--- src/rtl/riscv_imm_pkg.sv ---
// Shared immediate-format definitions for the RISC-V immediate encode and
// decode paths.
//   imm_sel_e   : immediate format select (I, S, B, J, U); other codes illegal
//   enc_err_e   : encode status reported with every transaction
//   fits_signed : true when value[31:lsb] are all equal (sign-extension check)
package riscv_imm_pkg;

    typedef enum logic [2:0] {
        IMM_I = 3'b000,
        IMM_S = 3'b001,
        IMM_B = 3'b010,
        IMM_J = 3'b011,
        IMM_U = 3'b100
    } imm_sel_e;

    typedef enum logic [1:0] {
        ERR_NONE  = 2'b00,
        ERR_RANGE = 2'b01,
        ERR_ALIGN = 2'b10,
        ERR_SEL   = 2'b11
    } enc_err_e;

    // Encoded instruction + error flag + error code.
    localparam int ENC_PAYLOAD_W = 35;

    // An immediate fits a field whose top bit is value[lsb] when every bit from
    // lsb upward is a copy of that sign bit.
    function automatic logic fits_signed(input logic [31:0] value, input int lsb);
        logic [31:0] upper;
        upper = 32'($signed(value) >>> lsb);
        return (upper == '0) || (upper == '1);
    endfunction

endpackage

--- src/rtl/immediate_encoder_if.sv ---
// Handshake bundle for immediate_encoder.
//   in_*  : request channel (template, immediate, format select) with valid/ready
//   out_* : response channel (encoded instruction and error status) with valid/ready
// slave modport is the encoder's view, master modport is the requester/consumer.
interface immediate_encoder_if;

    logic        in_valid;
    logic        in_ready;
    logic [31:0] in_instr;
    logic [31:0] in_imm;
    logic [2:0]  in_imm_sel;

    logic        out_valid;
    logic        out_ready;
    logic [31:0] out_instr;
    logic        out_err;
    logic [1:0]  out_err_code;

    modport slave (
        input  in_valid, in_instr, in_imm, in_imm_sel, out_ready,
        output in_ready, out_valid, out_instr, out_err, out_err_code
    );

    modport master (
        output in_valid, in_instr, in_imm, in_imm_sel, out_ready,
        input  in_ready, out_valid, out_instr, out_err, out_err_code
    );

endinterface

--- src/rtl/enc_skid_buffer.sv ---
// Generic two-entry valid/ready skid buffer.
//   clk, rst_n           : clock, async active-low reset (drops held entries)
//   in_valid/in_ready    : upstream handshake; in_ready depends only on state
//   in_data              : payload captured on acceptance
//   out_valid/out_ready  : downstream handshake
//   out_data             : oldest held payload (main register)
module enc_skid_buffer #(
    parameter int W = 8
) (
    input  logic         clk,
    input  logic         rst_n,
    input  logic         in_valid,
    output logic         in_ready,
    input  logic [W-1:0] in_data,
    output logic         out_valid,
    input  logic         out_ready,
    output logic [W-1:0] out_data
);

    typedef enum logic [1:0] {EMPTY, ONE, TWO} skid_state_e;

    skid_state_e state, state_next;
    logic [W-1:0] main_q, skid_q;
    logic acc, pop;
    logic load_main, load_skid, main_from_skid;

    assign in_ready  = (state != TWO);
    assign out_valid = (state != EMPTY);
    assign out_data  = main_q;
    assign acc       = in_valid && in_ready;
    assign pop       = out_valid && out_ready;

    // NOTE: sequential state uses non-blocking assignments so every register
    // samples pre-edge values regardless of statement order.
    always_ff @(posedge clk or negedge rst_n) begin
        if (!rst_n) state <= EMPTY;
        else        state <= state_next;
    end

    // NOTE: every signal written here gets a default first, so no path can
    // leave one unassigned and infer a latch.
    always_comb begin
        state_next     = state;
        load_main      = 1'b0;
        load_skid      = 1'b0;
        main_from_skid = 1'b0;
        case (state)
            EMPTY: if (acc) begin
                state_next = ONE;
                load_main  = 1'b1;
            end
            ONE: begin
                if (acc && pop) begin
                    load_main = 1'b1;
                end else if (acc) begin
                    state_next = TWO;
                    load_skid  = 1'b1;
                end else if (pop) begin
                    state_next = EMPTY;
                end
            end
            TWO: if (pop) begin
                state_next     = ONE;
                main_from_skid = 1'b1;
            end
            default: state_next = EMPTY;
        endcase
    end

    // Data registers are reset so that outputs read zero straight after reset.
    always_ff @(posedge clk or negedge rst_n) begin
        if (!rst_n) begin
            main_q <= '0;
            skid_q <= '0;
        end else begin
            if (load_main)           main_q <= in_data;
            else if (main_from_skid) main_q <= skid_q;
            if (load_skid)           skid_q <= in_data;
        end
    end

endmodule

--- src/rtl/immediate_encoder.sv ---
// Scatters a signed immediate into the fields of a 32-bit instruction
// template, with range/alignment/select checking, registered output behind a
// skid buffer and saturating transaction counters.
//   clk, rst_n       : clock, async active-low reset
//   bus (slave)      : request/response handshake bundle
//   clear_counts     : synchronous clear of both counters (wins over increment)
//   enc_count        : accepted transactions that encoded cleanly
//   err_count        : accepted transactions that reported an error
module immediate_encoder
    import riscv_imm_pkg::*;
#(
    parameter int CNT_W = 16
) (
    input  logic               clk,
    input  logic               rst_n,
    immediate_encoder_if.slave bus,
    input  logic               clear_counts,
    output logic [CNT_W-1:0]   enc_count,
    output logic [CNT_W-1:0]   err_count
);

    logic [31:0] encoded, enc_instr;
    logic        range_ok, align_ok, sel_ok, enc_err;
    enc_err_e    code;
    logic [ENC_PAYLOAD_W-1:0] payload_in, payload_out;
    logic        acc;

    always_comb begin
        encoded  = bus.in_instr;
        range_ok = 1'b1;
        align_ok = 1'b1;
        sel_ok   = 1'b1;
        case (bus.in_imm_sel)
            IMM_I: begin
                encoded[31:20] = bus.in_imm[11:0];
                range_ok       = fits_signed(bus.in_imm, 11);
            end
            IMM_S: begin
                encoded[31:25] = bus.in_imm[11:5];
                encoded[11:7]  = bus.in_imm[4:0];
                range_ok       = fits_signed(bus.in_imm, 11);
            end
            IMM_B: begin
                encoded[31]    = bus.in_imm[12];
                encoded[30:25] = bus.in_imm[10:5];
                encoded[11:8]  = bus.in_imm[4:1];
                encoded[7]     = bus.in_imm[11];
                range_ok       = fits_signed(bus.in_imm, 12);
                align_ok       = !bus.in_imm[0];
            end
            IMM_J: begin
                encoded[31]    = bus.in_imm[20];
                encoded[30:21] = bus.in_imm[10:1];
                encoded[20]    = bus.in_imm[11];
                encoded[19:12] = bus.in_imm[19:12];
                range_ok       = fits_signed(bus.in_imm, 20);
                align_ok       = !bus.in_imm[0];
            end
            IMM_U: begin
                encoded[31:12] = bus.in_imm[31:12];
                // Low bits of a U immediate cannot be represented at all.
                range_ok       = (bus.in_imm[11:0] == 12'h000);
            end
            default: sel_ok = 1'b0;
        endcase

        if (!sel_ok)        code = ERR_SEL;
        else if (!align_ok) code = ERR_ALIGN;
        else if (!range_ok) code = ERR_RANGE;
        else                code = ERR_NONE;

        enc_err   = (code != ERR_NONE);
        // A failed encode hands the template back untouched.
        enc_instr = enc_err ? bus.in_instr : encoded;
    end

    assign payload_in = {enc_instr, enc_err, code};

    enc_skid_buffer #(.W(ENC_PAYLOAD_W)) u_skid (
        .clk       (clk),
        .rst_n     (rst_n),
        .in_valid  (bus.in_valid),
        .in_ready  (bus.in_ready),
        .in_data   (payload_in),
        .out_valid (bus.out_valid),
        .out_ready (bus.out_ready),
        .out_data  (payload_out)
    );

    assign bus.out_instr    = payload_out[34:3];
    assign bus.out_err      = payload_out[2];
    assign bus.out_err_code = payload_out[1:0];

    assign acc = bus.in_valid && bus.in_ready;

    // Counters follow acceptance, not delivery, so they reflect what entered.
    always_ff @(posedge clk or negedge rst_n) begin
        if (!rst_n) begin
            enc_count <= '0;
            err_count <= '0;
        end else if (clear_counts) begin
            enc_count <= '0;
            err_count <= '0;
        end else if (acc) begin
            if (enc_err) begin
                if (err_count != '1) err_count <= err_count + CNT_W'(1);
            end else begin
                if (enc_count != '1) enc_count <= enc_count + CNT_W'(1);
            end
        end
    end

endmodule

--- src/flat_wrapper.sv ---
// flat-port wrapper written by rule: the top's interface ports become plain ports
module immediate_encoder_flat import riscv_imm_pkg::*;
#(
    parameter int CNT_W = 16
)
  (clk, rst_n, clear_counts, enc_count, err_count, bus_in_valid, bus_in_instr, bus_in_imm, bus_in_imm_sel, bus_out_ready, bus_in_ready, bus_out_valid, bus_out_instr, bus_out_err, bus_out_err_code);
  immediate_encoder_if bus_i ();
  input  logic clk;
  input  logic rst_n;
  input  logic clear_counts;
  output logic [CNT_W-1:0] enc_count;
  output logic [CNT_W-1:0] err_count;
  input wire logic [$bits(bus_i.in_valid)-1:0] bus_in_valid;
  input wire logic [$bits(bus_i.in_instr)-1:0] bus_in_instr;
  input wire logic [$bits(bus_i.in_imm)-1:0] bus_in_imm;
  input wire logic [$bits(bus_i.in_imm_sel)-1:0] bus_in_imm_sel;
  input wire logic [$bits(bus_i.out_ready)-1:0] bus_out_ready;
  output wire logic [$bits(bus_i.in_ready)-1:0] bus_in_ready;
  output wire logic [$bits(bus_i.out_valid)-1:0] bus_out_valid;
  output wire logic [$bits(bus_i.out_instr)-1:0] bus_out_instr;
  output wire logic [$bits(bus_i.out_err)-1:0] bus_out_err;
  output wire logic [$bits(bus_i.out_err_code)-1:0] bus_out_err_code;
  assign bus_i.in_valid = bus_in_valid;
  assign bus_i.in_instr = bus_in_instr;
  assign bus_i.in_imm = bus_in_imm;
  assign bus_i.in_imm_sel = bus_in_imm_sel;
  assign bus_i.out_ready = bus_out_ready;
  assign bus_in_ready = bus_i.in_ready;
  assign bus_out_valid = bus_i.out_valid;
  assign bus_out_instr = bus_i.out_instr;
  assign bus_out_err = bus_i.out_err;
  assign bus_out_err_code = bus_i.out_err_code;
  immediate_encoder #(.CNT_W(CNT_W)) u_core (.clk(clk), .rst_n(rst_n), .bus(bus_i), .clear_counts(clear_counts), .enc_count(enc_count), .err_count(err_count));
endmodule
--- config.mk ---
export PLATFORM = sky130hd
export DESIGN_NAME = immediate_encoder_flat
export DESIGN_NICKNAME = d
export VERILOG_FILES = /design/src/rtl/riscv_imm_pkg.sv /design/src/rtl/immediate_encoder_if.sv /design/src/rtl/enc_skid_buffer.sv /design/src/rtl/immediate_encoder.sv /design/src/flat_wrapper.sv
export SDC_FILE = /design/constraint.sdc
export NUM_CORES = 1
export LEC_CHECK = 0
export CAP_MARGIN = 40
export CORE_UTILIZATION = 30
export DETAILED_ROUTE_END_ITERATION = 10
export GPL_ROUTABILITY_DRIVEN = 1
export SYNTH_ARGS = -nofsm -noshare
export SYNTH_HDL_FRONTEND = slang
export SYNTH_SLANG_ARGS = --single-unit
--- constraint.sdc ---
create_clock -name clk -period 3.2 [get_ports clk]
set_input_delay 0.32 -clock clk [delete_from_list [all_inputs] [get_ports clk]]
set_output_delay 0.32 -clock clk [all_outputs]
set_load 0.02 [all_outputs]
==> impl_metrics.ini <==
[sta]
rsz0062_at_grt = false
hold_violations = 0
finalClockSkew_ns = 0.006857
finalSetupTns_ns = 0
worst_pin_slew_ns = 0.7093
setup_viol = 0
max_freq_mhz = 382.5
period_minus_slack_ns = 2.614
maxSlewViolCount = 0
min_period_over_period_pct = 81.69
slew_headroom_pct = 52.61

[pwr]
fin_total_pwr_mw = 4.120
power_leakage_nw = 3.102
power_density_nw_per_um2 = 540.4
irDropWorstVdd_v = 0.0002924

[critical_path]
slowest_delay_ns = 0.51
crit_required_ns = 3.43
cp_cell_sequence = clkdlybuf4s50_1 > nor4_1 > nand2_1 > a2bb2oi_1 > o211a_2 > a2111oi_4 > mux2i_1 > a21oi_1
crit_fanout = 5
crit_path_end_kind = register
worstPathArrival_ns = 2.84
critPathTopFamily = compound AO/OA/AOI/OAI gates
r2r_slack_ns = 0.78
r2r-start = u_core.err_count[6]
crit_type = in2reg
startpoint_type = primary input
crit_buf_inv = 1
slowest_stage = a2111oi_4
rr_endpoint = u_core.err_count[9]
rr_worst_depth = 7

[drt]
vias = 5077
drcViolationCount = 0
drtIter0Drc = 286
avgViaCountPerCell = 5.256
first_pass_iters = 5
routedWlPerCell_um = 17.63
totalWireLength_um = 17030
drt.antenna.violating_nets = 0

[cells_and_area]
final_common_cell = clkdlybuf4s50_1
finalCoreUtilization_pct = 42.29
nets = 805
drive_above_1_share_pct = 11.14
mostFrequentLayoutCells = clkdlybuf4s50_1 (139), nand2_1 (104), dfrtp_1 (104), o21ai_0 (37), a21oi_1 (31)
layout.cells.non_filler = 966
area_growth_pct = 37.57
fillers = 1767

[floorplanning]
die_area_um2 = 19020
start_util_pct = 30.74
rows = 49
core_um2 = 18020
die_x_um = 137.9
io_pins = 141
die_h_um = 137.9

[place]
post-place-cells = 948
hpwl_um = 12220
gp_congestion = 0.8436
portBuffers = 140

[synthesis]
ys.flop_type = dfrtp_1
synth_edf_count = 0
synthCells = 594
synth_seq_cells = 104
netlist_area_um2 = 5542
synth_cell_types = 55
async_flop_share_pct = 100.0
ys_seq_area_share_pct = 46.96
yosysWarningCount = 0
syn-num-nets = 668
avgSynthCellArea_um2 = 9.329

[cts]
cts_tree = yes
htree_levels = 3
clk_pin_slew_worst_paths_ns = 0.08
clock_latency_ns = 0.36
cts.sinks = 104
clock_path_buffers = 2
cts_buffers = 9
cts-hold-fix-buffers = 1
cts_resized = 0
cts_setup_buffers = 0
cts_root_buffer = clkbuf_16

[hold_path]
min_path_type = in2async

[grt]
grt_usage_pct = 18.30
grt_pass1_vias = 5110
antenna_found_initial = 1
globalRouteOverflowTotal = 0
grt_max_degree = 56
grt_pass1_wl_um = 26590

[status]
status = completed

[job]
max_cap_viol_count = 0
[routing by layer]
layer | share of wire (%) | GRT usage (%) | vias to the layer above | routed length [um]
met4 | 1.7 | 6.401 | 0 | 293
met3 | 6.2 | 4.167 | 15 | 1052
met2 | 48 | 29.92 | 138 | 8229
met1 | 44 | 23.64 | 2490 | 7459
met5 | 0 | 0 | - | 0
li1 | - | - | 2434 | -
[worst max-delay path by stage]
stage          slack [ns]                    endpoint  cells past startpoint                 from
3_5_place_dp         0.23  u_core.u_skid.out_data[14]                      8       bus_in_imm[14]
5_1_grt              0.48  u_core.u_skid.out_data[14]                      8       bus_in_imm[29]
2_1_floorplan        0.84        u_core.enc_count[12]                      8  u_core.enc_count[0]
6_report             0.59  u_core.u_skid.out_data[14]                      8       bus_in_imm[14]
4_1_cts              0.61  u_core.u_skid.out_data[14]                      8       bus_in_imm[14]
3_3_place_gp         0.29  u_core.u_skid.out_data[14]                      8       bus_in_imm[13]
[cells by family (layout without fill, tap and decap cells)]
logic type / Yosys count / count (layout) / synth area share (%)
other cells: 0 / 1 / 0
buf+inv: 46 / 188 / 3.454
compound gates: 153 / 153 / 18.83
fa+ha+maj: 2 / 2 / 0.4515
simple gates: 244 / 244 / 22.01
mux: 37 / 37 / 7.022
flops: 104 / 104 / 46.96
xor+xnor: 8 / 8 / 1.264
[flip-flops by register name (all words and copies together), names as in the netlist]
name                    flops
u_core.u_skid.out_data     35
u_core.u_skid.skid_q       35
u_core.enc_count           16
u_core.err_count           16
u_core.u_skid.state         2
[through the flow]
| stage | instance area, um2 | worst slack (ns) | hold slack (ns) |
|---|---|---|---|
| after CTS | 7621 | 0.6100 | 0.4496 |
| after floorplan | 5542 | 0.8358 | 0.02441 |
| after detailed placement | 7298 | 0.2323 | 0.3054 |
| final | 7624 | 0.5858 | 0.4444 |
| after global routing | 7624 | 0.4767 | 0.4860 |
| after global placement | 7256 | 0.2912 | 0.4627 |
[where the power goes]
part           internal [mW]  switching [mW]  total (mW)
registers               1.61           0.169        1.78
logic                  0.553           0.620        1.17
clock network          0.640           0.530        1.17
total                   2.80            1.32        4.12
[Yosys cell counts (all sizes together) (3+ instances only)]
cell,n,share of area [%]
nor3,7,0.72
clkbuf,29,2.0
nand4,17,1.9
nand2,104,7.0
o31a,4,0.63
a31o,5,0.79
mux2i,22,4.0
o31ai,4,0.54
nand2b,5,0.56
o21ai,53,4.8
dfrtp,104,47
a22o,5,0.79
or4,6,0.81
a2111oi,5,1.6
buf,8,0.88
a211oi,6,0.90
nor3b,3,0.41
o21ba,5,0.90
and3,22,2.5
a21oi,34,3.5
a22oi,19,2.6
inv,9,0.61
and2,4,0.45
nand3,12,1.1
or3,6,0.68
xnor2,8,1.3
nor2b,9,1.0
nor4,13,1.8
nor2,28,1.9
mux2,15,3.0
[cell type report]
cell class                      count  area [um2]  share of cell area [%]
Multi-Input combinational cell    444        2759                   36.19
Sequential cell                   104        2603                   34.14
Timing Repair Buffer              163        1627                   21.34
Tap cell                          229       286.5                   3.758
Clock buffer                       10       239.0                   3.135
Clock inverter                      6       73.82                  0.9683
Inverter                            9       33.78                  0.4431
Antenna cell                        1       2.502                 0.03282
[worst reg2reg max path: cells and delay by family, from the launching register on]
kind | cells | cell delay (ns)
muxes | 1 | 0.27
DFF | 1 | 0.45
and+or+nand+nor | 4 | 0.68
buffers and inverters | 1 | 0.33
AOI/OAI and AO/OA | 1 | 0.60
(Power assumes the default switching activity.)
